<file path="src/rtl/snn_pkg.sv">
// Shared definitions for the SNN output decoder: FSM state encoding and default sizing.
package snn_pkg;

    typedef enum logic [1:0] {
        ST_IDLE    = 2'd0,
        ST_COUNT   = 2'd1,
        ST_COMPARE = 2'd2,
        ST_DONE    = 2'd3
    } state_e;

    localparam int DEF_NUM_NEURONS   = 2;
    localparam int DEF_WINDOW_CYCLES = 1024;
    localparam int DEF_COUNT_W       = 8;

endpackage

</file>
<file path="src/rtl/spike_counter.sv">
// Per-neuron spike counter: synchronous clear wins over enable, saturates at all-ones.
module spike_counter #(
    parameter int COUNT_W = 8
) (
    input  logic               clk,
    input  logic               rst_n,
    input  logic               clr,
    input  logic               en,
    output logic [COUNT_W-1:0] count
);

    localparam logic [COUNT_W-1:0] CNT_MAX  = {COUNT_W{1'b1}};
    localparam logic [COUNT_W-1:0] CNT_ZERO = {COUNT_W{1'b0}};

    logic [COUNT_W-1:0] count_d;
    logic [COUNT_W-1:0] count_q;

    // Next count: clear, saturating increment, or hold
    always_comb begin
        count_d = count_q;
        if (clr) begin
            count_d = CNT_ZERO;
        end else if (en && (count_q != CNT_MAX)) begin
            count_d = count_q + {{(COUNT_W-1){1'b0}}, 1'b1};
        end else begin
            count_d = count_q;
        end
    end

    // Count register
    always_ff @(posedge clk or negedge rst_n) begin
        if (!rst_n) begin
            count_q <= CNT_ZERO;
        end else begin
            count_q <= count_d;
        end
    end

    assign count = count_q;

endmodule

</file>
<file path="src/rtl/spike_decoder.sv">
// Integrates SNN output spikes over a fixed window and reports the most active neuron.
module spike_decoder
    import snn_pkg::*;
#(
    parameter int NUM_NEURONS   = DEF_NUM_NEURONS,
    parameter int WINDOW_CYCLES = DEF_WINDOW_CYCLES,
    parameter int COUNT_W       = DEF_COUNT_W,
    localparam int CLASS_W      = (NUM_NEURONS > 1) ? $clog2(NUM_NEURONS) : 1
) (
    input  logic                   iCLK,
    input  logic                   iRESETn,
    input  logic                   iSTART,
    input  logic [NUM_NEURONS-1:0] iSPIKE,
    output logic                   oBUSY,
    output logic                   oVALID,
    output logic [CLASS_W-1:0]     oCLASS,
    output logic [COUNT_W-1:0]     oCOUNT,
    output logic                   oTIE,
    output logic                   oNONE
);

    localparam int WIN_W = (WINDOW_CYCLES > 1) ? $clog2(WINDOW_CYCLES) : 1;
    localparam logic [WIN_W-1:0]   WIN_LAST  = WIN_W'(WINDOW_CYCLES - 1);
    localparam logic [WIN_W-1:0]   WIN_ZERO  = {WIN_W{1'b0}};
    localparam logic [WIN_W-1:0]   WIN_ONE   = WIN_W'(1);
    localparam logic [CLASS_W-1:0] IDX_LAST  = CLASS_W'(NUM_NEURONS - 1);
    localparam logic [CLASS_W-1:0] IDX_ZERO  = {CLASS_W{1'b0}};
    localparam logic [CLASS_W-1:0] IDX_ONE   = CLASS_W'(1);
    localparam logic [COUNT_W-1:0] CNT_ZERO  = {COUNT_W{1'b0}};

    state_e               state_q, state_d;
    logic [WIN_W-1:0]     win_q, win_d;
    logic [CLASS_W-1:0]   idx_q, idx_d;
    logic [COUNT_W-1:0]   best_cnt_q, best_cnt_d;
    logic [CLASS_W-1:0]   best_idx_q, best_idx_d;
    logic                 best_tie_q, best_tie_d;
    logic                 busy_q, busy_d;
    logic                 valid_q, valid_d;
    logic [CLASS_W-1:0]   class_q, class_d;
    logic [COUNT_W-1:0]   count_q, count_d;
    logic                 tie_q, tie_d;
    logic                 none_q, none_d;

    logic [COUNT_W-1:0]   cnt_s [NUM_NEURONS];
    logic [COUNT_W-1:0]   scan_cnt_s;
    logic [CLASS_W-1:0]   scan_idx_s;
    logic                 scan_tie_s;
    logic                 cnt_en_s;

    // A start strobe in any state restarts the window, so it always clears the counters
    assign cnt_en_s = (state_q == ST_COUNT) && !iSTART;

    for (genvar i = 0; i < NUM_NEURONS; i++) begin : g_cnt
        spike_counter #(.COUNT_W(COUNT_W)) u_cnt (
            .clk   (iCLK),
            .rst_n (iRESETn),
            .clr   (iSTART),
            .en    (cnt_en_s && iSPIKE[i]),
            .count (cnt_s[i])
        );
    end

    // One scan step: replace best only on strictly greater; an equal later count flags a tie
    always_comb begin
        scan_cnt_s = best_cnt_q;
        scan_idx_s = best_idx_q;
        scan_tie_s = best_tie_q;
        if (idx_q == IDX_ZERO) begin
            scan_cnt_s = cnt_s[idx_q];
            scan_idx_s = idx_q;
            scan_tie_s = 1'b0;
        end else if (cnt_s[idx_q] > best_cnt_q) begin
            scan_cnt_s = cnt_s[idx_q];
            scan_idx_s = idx_q;
            scan_tie_s = 1'b0;
        end else if (cnt_s[idx_q] == best_cnt_q) begin
            scan_tie_s = 1'b1;
        end else begin
            scan_tie_s = best_tie_q;
        end
    end

    // FSM next state; results are loaded on the edge into DONE so oVALID is visible during DONE
    always_comb begin
        state_d    = state_q;
        win_d      = win_q;
        idx_d      = idx_q;
        best_cnt_d = best_cnt_q;
        best_idx_d = best_idx_q;
        best_tie_d = best_tie_q;
        valid_d    = 1'b0;
        class_d    = class_q;
        count_d    = count_q;
        tie_d      = tie_q;
        none_d     = none_q;
        case (state_q)
            ST_IDLE: begin
                if (iSTART) begin
                    state_d = ST_COUNT;
                    win_d   = WIN_ZERO;
                end else begin
                    state_d = ST_IDLE;
                end
            end
            ST_COUNT: begin
                if (iSTART) begin
                    win_d = WIN_ZERO;
                end else if (win_q == WIN_LAST) begin
                    state_d = ST_COMPARE;
                    idx_d   = IDX_ZERO;
                end else begin
                    win_d = win_q + WIN_ONE;
                end
            end
            ST_COMPARE: begin
                if (iSTART) begin
                    state_d = ST_COUNT;
                    win_d   = WIN_ZERO;
                end else begin
                    best_cnt_d = scan_cnt_s;
                    best_idx_d = scan_idx_s;
                    best_tie_d = scan_tie_s;
                    if (idx_q == IDX_LAST) begin
                        state_d = ST_DONE;
                        valid_d = 1'b1;
                        class_d = scan_idx_s;
                        count_d = scan_cnt_s;
                        tie_d   = scan_tie_s;
                        none_d  = (scan_cnt_s == CNT_ZERO);
                    end else begin
                        idx_d = idx_q + IDX_ONE;
                    end
                end
            end
            ST_DONE: begin
                if (iSTART) begin
                    state_d = ST_COUNT;
                    win_d   = WIN_ZERO;
                end else begin
                    state_d = ST_IDLE;
                end
            end
            default: begin
                state_d = ST_IDLE;
            end
        endcase
        busy_d = (state_d != ST_IDLE);
    end

    // FSM, scan and result registers
    always_ff @(posedge iCLK or negedge iRESETn) begin
        if (!iRESETn) begin
            state_q    <= ST_IDLE;
            win_q      <= WIN_ZERO;
            idx_q      <= IDX_ZERO;
            best_cnt_q <= CNT_ZERO;
            best_idx_q <= IDX_ZERO;
            best_tie_q <= 1'b0;
            busy_q     <= 1'b0;
            valid_q    <= 1'b0;
            class_q    <= IDX_ZERO;
            count_q    <= CNT_ZERO;
            tie_q      <= 1'b0;
            none_q     <= 1'b0;
        end else begin
            state_q    <= state_d;
            win_q      <= win_d;
            idx_q      <= idx_d;
            best_cnt_q <= best_cnt_d;
            best_idx_q <= best_idx_d;
            best_tie_q <= best_tie_d;
            busy_q     <= busy_d;
            valid_q    <= valid_d;
            class_q    <= class_d;
            count_q    <= count_d;
            tie_q      <= tie_d;
            none_q     <= none_d;
        end
    end

    assign oBUSY  = busy_q;
    assign oVALID = valid_q;
    assign oCLASS = class_q;
    assign oCOUNT = count_q;
    assign oTIE   = tie_q;
    assign oNONE  = none_q;

endmodule

</file>
<file path="config.mk">
export PLATFORM = sky130hd
export DESIGN_NAME = spike_decoder
export DESIGN_NICKNAME = d
export VERILOG_FILES = /design/src/rtl/snn_pkg.sv /design/src/rtl/spike_counter.sv /design/src/rtl/spike_decoder.sv
export SDC_FILE = /design/constraint.sdc
export NUM_CORES = 1
export LEC_CHECK = 0
export ABC_AREA = 0
export BUFFER_PORTS_ARGS = -buffer_cell sky130_fd_sc_hd__buf_2
export CORE_MARGIN = 3
export CORE_UTILIZATION = 45
export DETAILED_ROUTE_END_ITERATION = 16
export GPL_TIMING_DRIVEN = 0
export PLACE_DENSITY = 0.72
export SYNTH_ARGS = -nofsm -noshare
export SYNTH_HDL_FRONTEND = slang
export SYNTH_SLANG_ARGS = --single-unit
</file>
<file path="constraint.sdc">
create_clock -name iCLK -period 3 [get_ports iCLK]
set_clock_uncertainty 0.15 [all_clocks]
set_input_delay 0.15 -clock iCLK [delete_from_list [all_inputs] [get_ports iCLK]]
set_output_delay 0.15 -clock iCLK [all_outputs]
set_load 0.02 [all_outputs]
</file>
==> impl_metrics.yaml <==
timing:
  finalSetupViolCount: 0
  post-route-period-util_pct: 95.47
  grt_setup_unrepaired: "no"
  tightest_slew_ns: 1.147
  fin_crit_ns: 2.864
  clock.fmax_mhz: 349.2
  max_slew_margin_pct: 23.54
  hold_viol_final: 0
  finalMaxSlewViolations: 0
placement:
  dp_hpwl_mm: 3.885
  port_buffers: 17
  placed_area_sq_um: 2985
  place.gp.congestion: 0.7926
  dp.cells: 367
clock_network:
  insertion_delay_ns: 0.31
  h-tree-depth: 2
  clock-root-buffer: "clkbuf_8"
  clock_path_buffers: 2
  clk_pin_slew_worst_paths_ns: 0.09
  cts_made_buffers: 5
  cts_sinks: 52
  cts_tree: "done"
route:
  wl_per_cell_um: 14.55
  antenna_left: 0
  wl_mm: 5.470
  drcViolationCount: 0
  first_pass_iters: 4
  drt_first_iter_violations: 84
  vias_per_cell: 5.343
  vias: 2009
synth:
  syn_area_per_cell_sq_um: 10.20
  synth_top_area_share_pct: 46.39
  ys_warn_count: 0
  synth.cell_area_sq_um: 2805
  synthArstFlopShare_pct: 100.0
  synth_largest_area_cell: "dfrtp_1"
  synth_edf_count: 0
  yosysMostFrequentCell: "dfrtp_1"
  synth_cell_type_count: 37
  synth_fp_nets: 293
  syn_inst: 275
  synth-seq-cells: 52
  yosys-top-cells-area: "dfrtp_1 46%, ha_1 5.8%, nor2_1 5.2%"
  yosysSeqAreaShare_pct: 46.39
  synth_ff_type: "dfrtp_1"
  synth_commonest_cells: "52 x dfrtp_1, 39 x nor2_1, 22 x nand2_1"
hold_path:
  min_from: "iSTART"
  hold_depth: 3
  hold_end: "state_q[0]"
  hp-class: "in2reg"
flow_run:
  maxCapViolations: 0
worst_setup_path:
  r2r-start: "idx_q"
  cp_cell_sequence: "buf_6 > clkbuf_8 > mux2_4 > ha_1 > nor2b_1 > o211ai_1 > a211o_1 > and2_4 > mux2_2 > mux2_2"
  r2r-end: "oCOUNT[6]"
  cp_slowest_cell: "dfrtp_1"
  crit_path_frequent_cell: "mux2_2"
  start_kind: "flop"
  cp.required_ns: 3.06
  path_delay_family: "multiplexers"
  reg2regPathDepth: 10
  r2r_setup_slack_ns: 0.14
  cp_max_fo: 10
  critPathBufInv: 2
  worst-setup-path-type: "reg2reg"
  slowest_delay_ns: 0.38
  crit_arrival_ns: 2.92
  critical_path.endpoint_type: "flop"
grt:
  grt_pass1_vias: 2040
  grt_max_degree: 53
  grt_usage_pct: 16.31
  grt_pass1_wl_mm: 9.370
  grt-ovfl-total: 0
  antenna_found_initial: 0
finish:
  fin_nets: 318
  final_area_sq_um: 3129
  drive_gt1_share_pct: 17.94
  fin_util_pct: 52.23
  final_cells: 376
  area_growth_pct: 11.55
  n_antenna_cell: 0
  fillers: 552
die:
  fp-row-count: 28
  core_area_sq_um: 5991
  die_y_um: 84.96
  die_area_sq_um: 7217
  top_level_ports: 18
  start_util_pct: 46.83
  die_width_um: 84.96
power_and_ir_drop:
  power.leakage_uw: 0.001456
  peakVddDrop_mv: 0.2494
  powerDensity_nw_per_um2: 453.9
run_status:
  status: "finished clean"
## worst register-to-register path, cell delays in order, from the launching register on
cell	delay, ns
dfrtp_1	0.38
buf_6	0.14
clkbuf_8	0.17
mux2_4	0.34
ha_1	0.31
nor2b_1	0.14
o211ai_1	0.19
a211o_1	0.17
and2_4	0.17
mux2_2	0.35
mux2_2	0.26
## cell families (layout without fill, tap and decap cells)
family          after synthesis  count (layout)  synth area share [%]
fa+ha+maj                    13              13                 5.799
compound gates               33              33                 7.315
flops                        52              52                 46.39
buf+inv                      26              52                 4.326
mux                          28              28                 11.95
simple gates                103             103                 17.97
xor+xnor                     20              20                 6.244
## cell type report
class                      count  area (sq um)  share of cell area (%)
inverter                      16         60.06                   1.919
multi-input combinational    197          1408                   44.98
clock inverter                 2         35.03                   1.120
sequential                    52          1301                   41.58
timing repair buffer          20         110.1                   3.519
buffer                         8         48.80                   1.559
tap                           75         93.84                   2.999
clock buffer                   6         72.57                   2.319
## stage by stage
stage                     setup TNS, ns  power (uW)  setup slack (ns)  hold slack [ns]
after CTS                             0        1432           0.01213          0.08255
after detailed placement         -1.201       954.1           -0.1638           0.2930
after global routing                  0        1494           0.01718          0.09133
final                                 0        1420            0.1360          0.07339
after floorplan                       0       896.9           0.07509          -0.2956
after global placement           -1.008       947.3           -0.1401           0.2786
## registers in the layout (all words and copies together) (netlist names), 2 cells and up
| register | flops |
|---|---|
| oCOUNT | 8 |
| g_cnt.u_cnt.count | 16 |
| state_q | 2 |
| best_cnt_q | 8 |
| win_q | 10 |
## cells in the final DEF, fill, tap and decap left out, drive strengths merged, types with 4 or more instances in the layout
| master | n |
|---|---|
| ha | 13 |
| buf | 21 |
| nand4 | 8 |
| a21oi | 8 |
| nor2 | 39 |
| o21ai | 16 |
| mux2 | 17 |
| mux2i | 11 |
| xnor2 | 9 |
| clkbuf | 12 |
| and3 | 4 |
| inv | 16 |
| nand3 | 7 |
| nand2 | 22 |
| nor3 | 5 |
| xor2 | 11 |
| dfrtp | 52 |
## repair_timing
item | CTS | global route
pin swaps | 1 | 1
hold buffers | 1 | 0
endpoints found under the hold margin | 52 | 0
resized for setup | 2 | 5
setup buffers | 2 | 0
endpoints found under the setup margin | 9 | 14
## metal layers
| layer | track usage [%] | vias to the layer above | routed length, um |
|---|---|---|---|
| met4 | 7.482 | 0 | 155 |
| met1 | 19.86 | 978 | 2475 |
| met5 | 0 | - | 0 |
| li1 | - | 987 | - |
| met3 | 3.398 | 15 | 162 |
| met2 | 27.61 | 29 | 2677 |
## power breakdown
part / leakage [uW] / total, uW / switching, uW / internal [uW]
Sequential: 0.000722 / 756 / 26.7 / 729
Combinational: 0.000678 / 187 / 111 / 76.0
Clock: 0.0000552 / 478 / 230 / 248
Total: 0.00146 / 1420 / 367 / 1050
## how the worst max path moves through the flow
stage	from	endpoint	slack, ns	cells after the start
floorplan	idx_q	best_cnt_q[1]	0.08	12
global placement	idx_q	best_cnt_q[6]	-0.14	12
detailed placement	idx_q	best_cnt_q[7]	-0.16	12
CTS	idx_q	oCOUNT[6]	0.01	10
global route	idx_q	oCOUNT[6]	0.02	10
finish	idx_q	oCOUNT[6]	0.14	10
No activity file was read; power rests on OpenSTA's default activity.
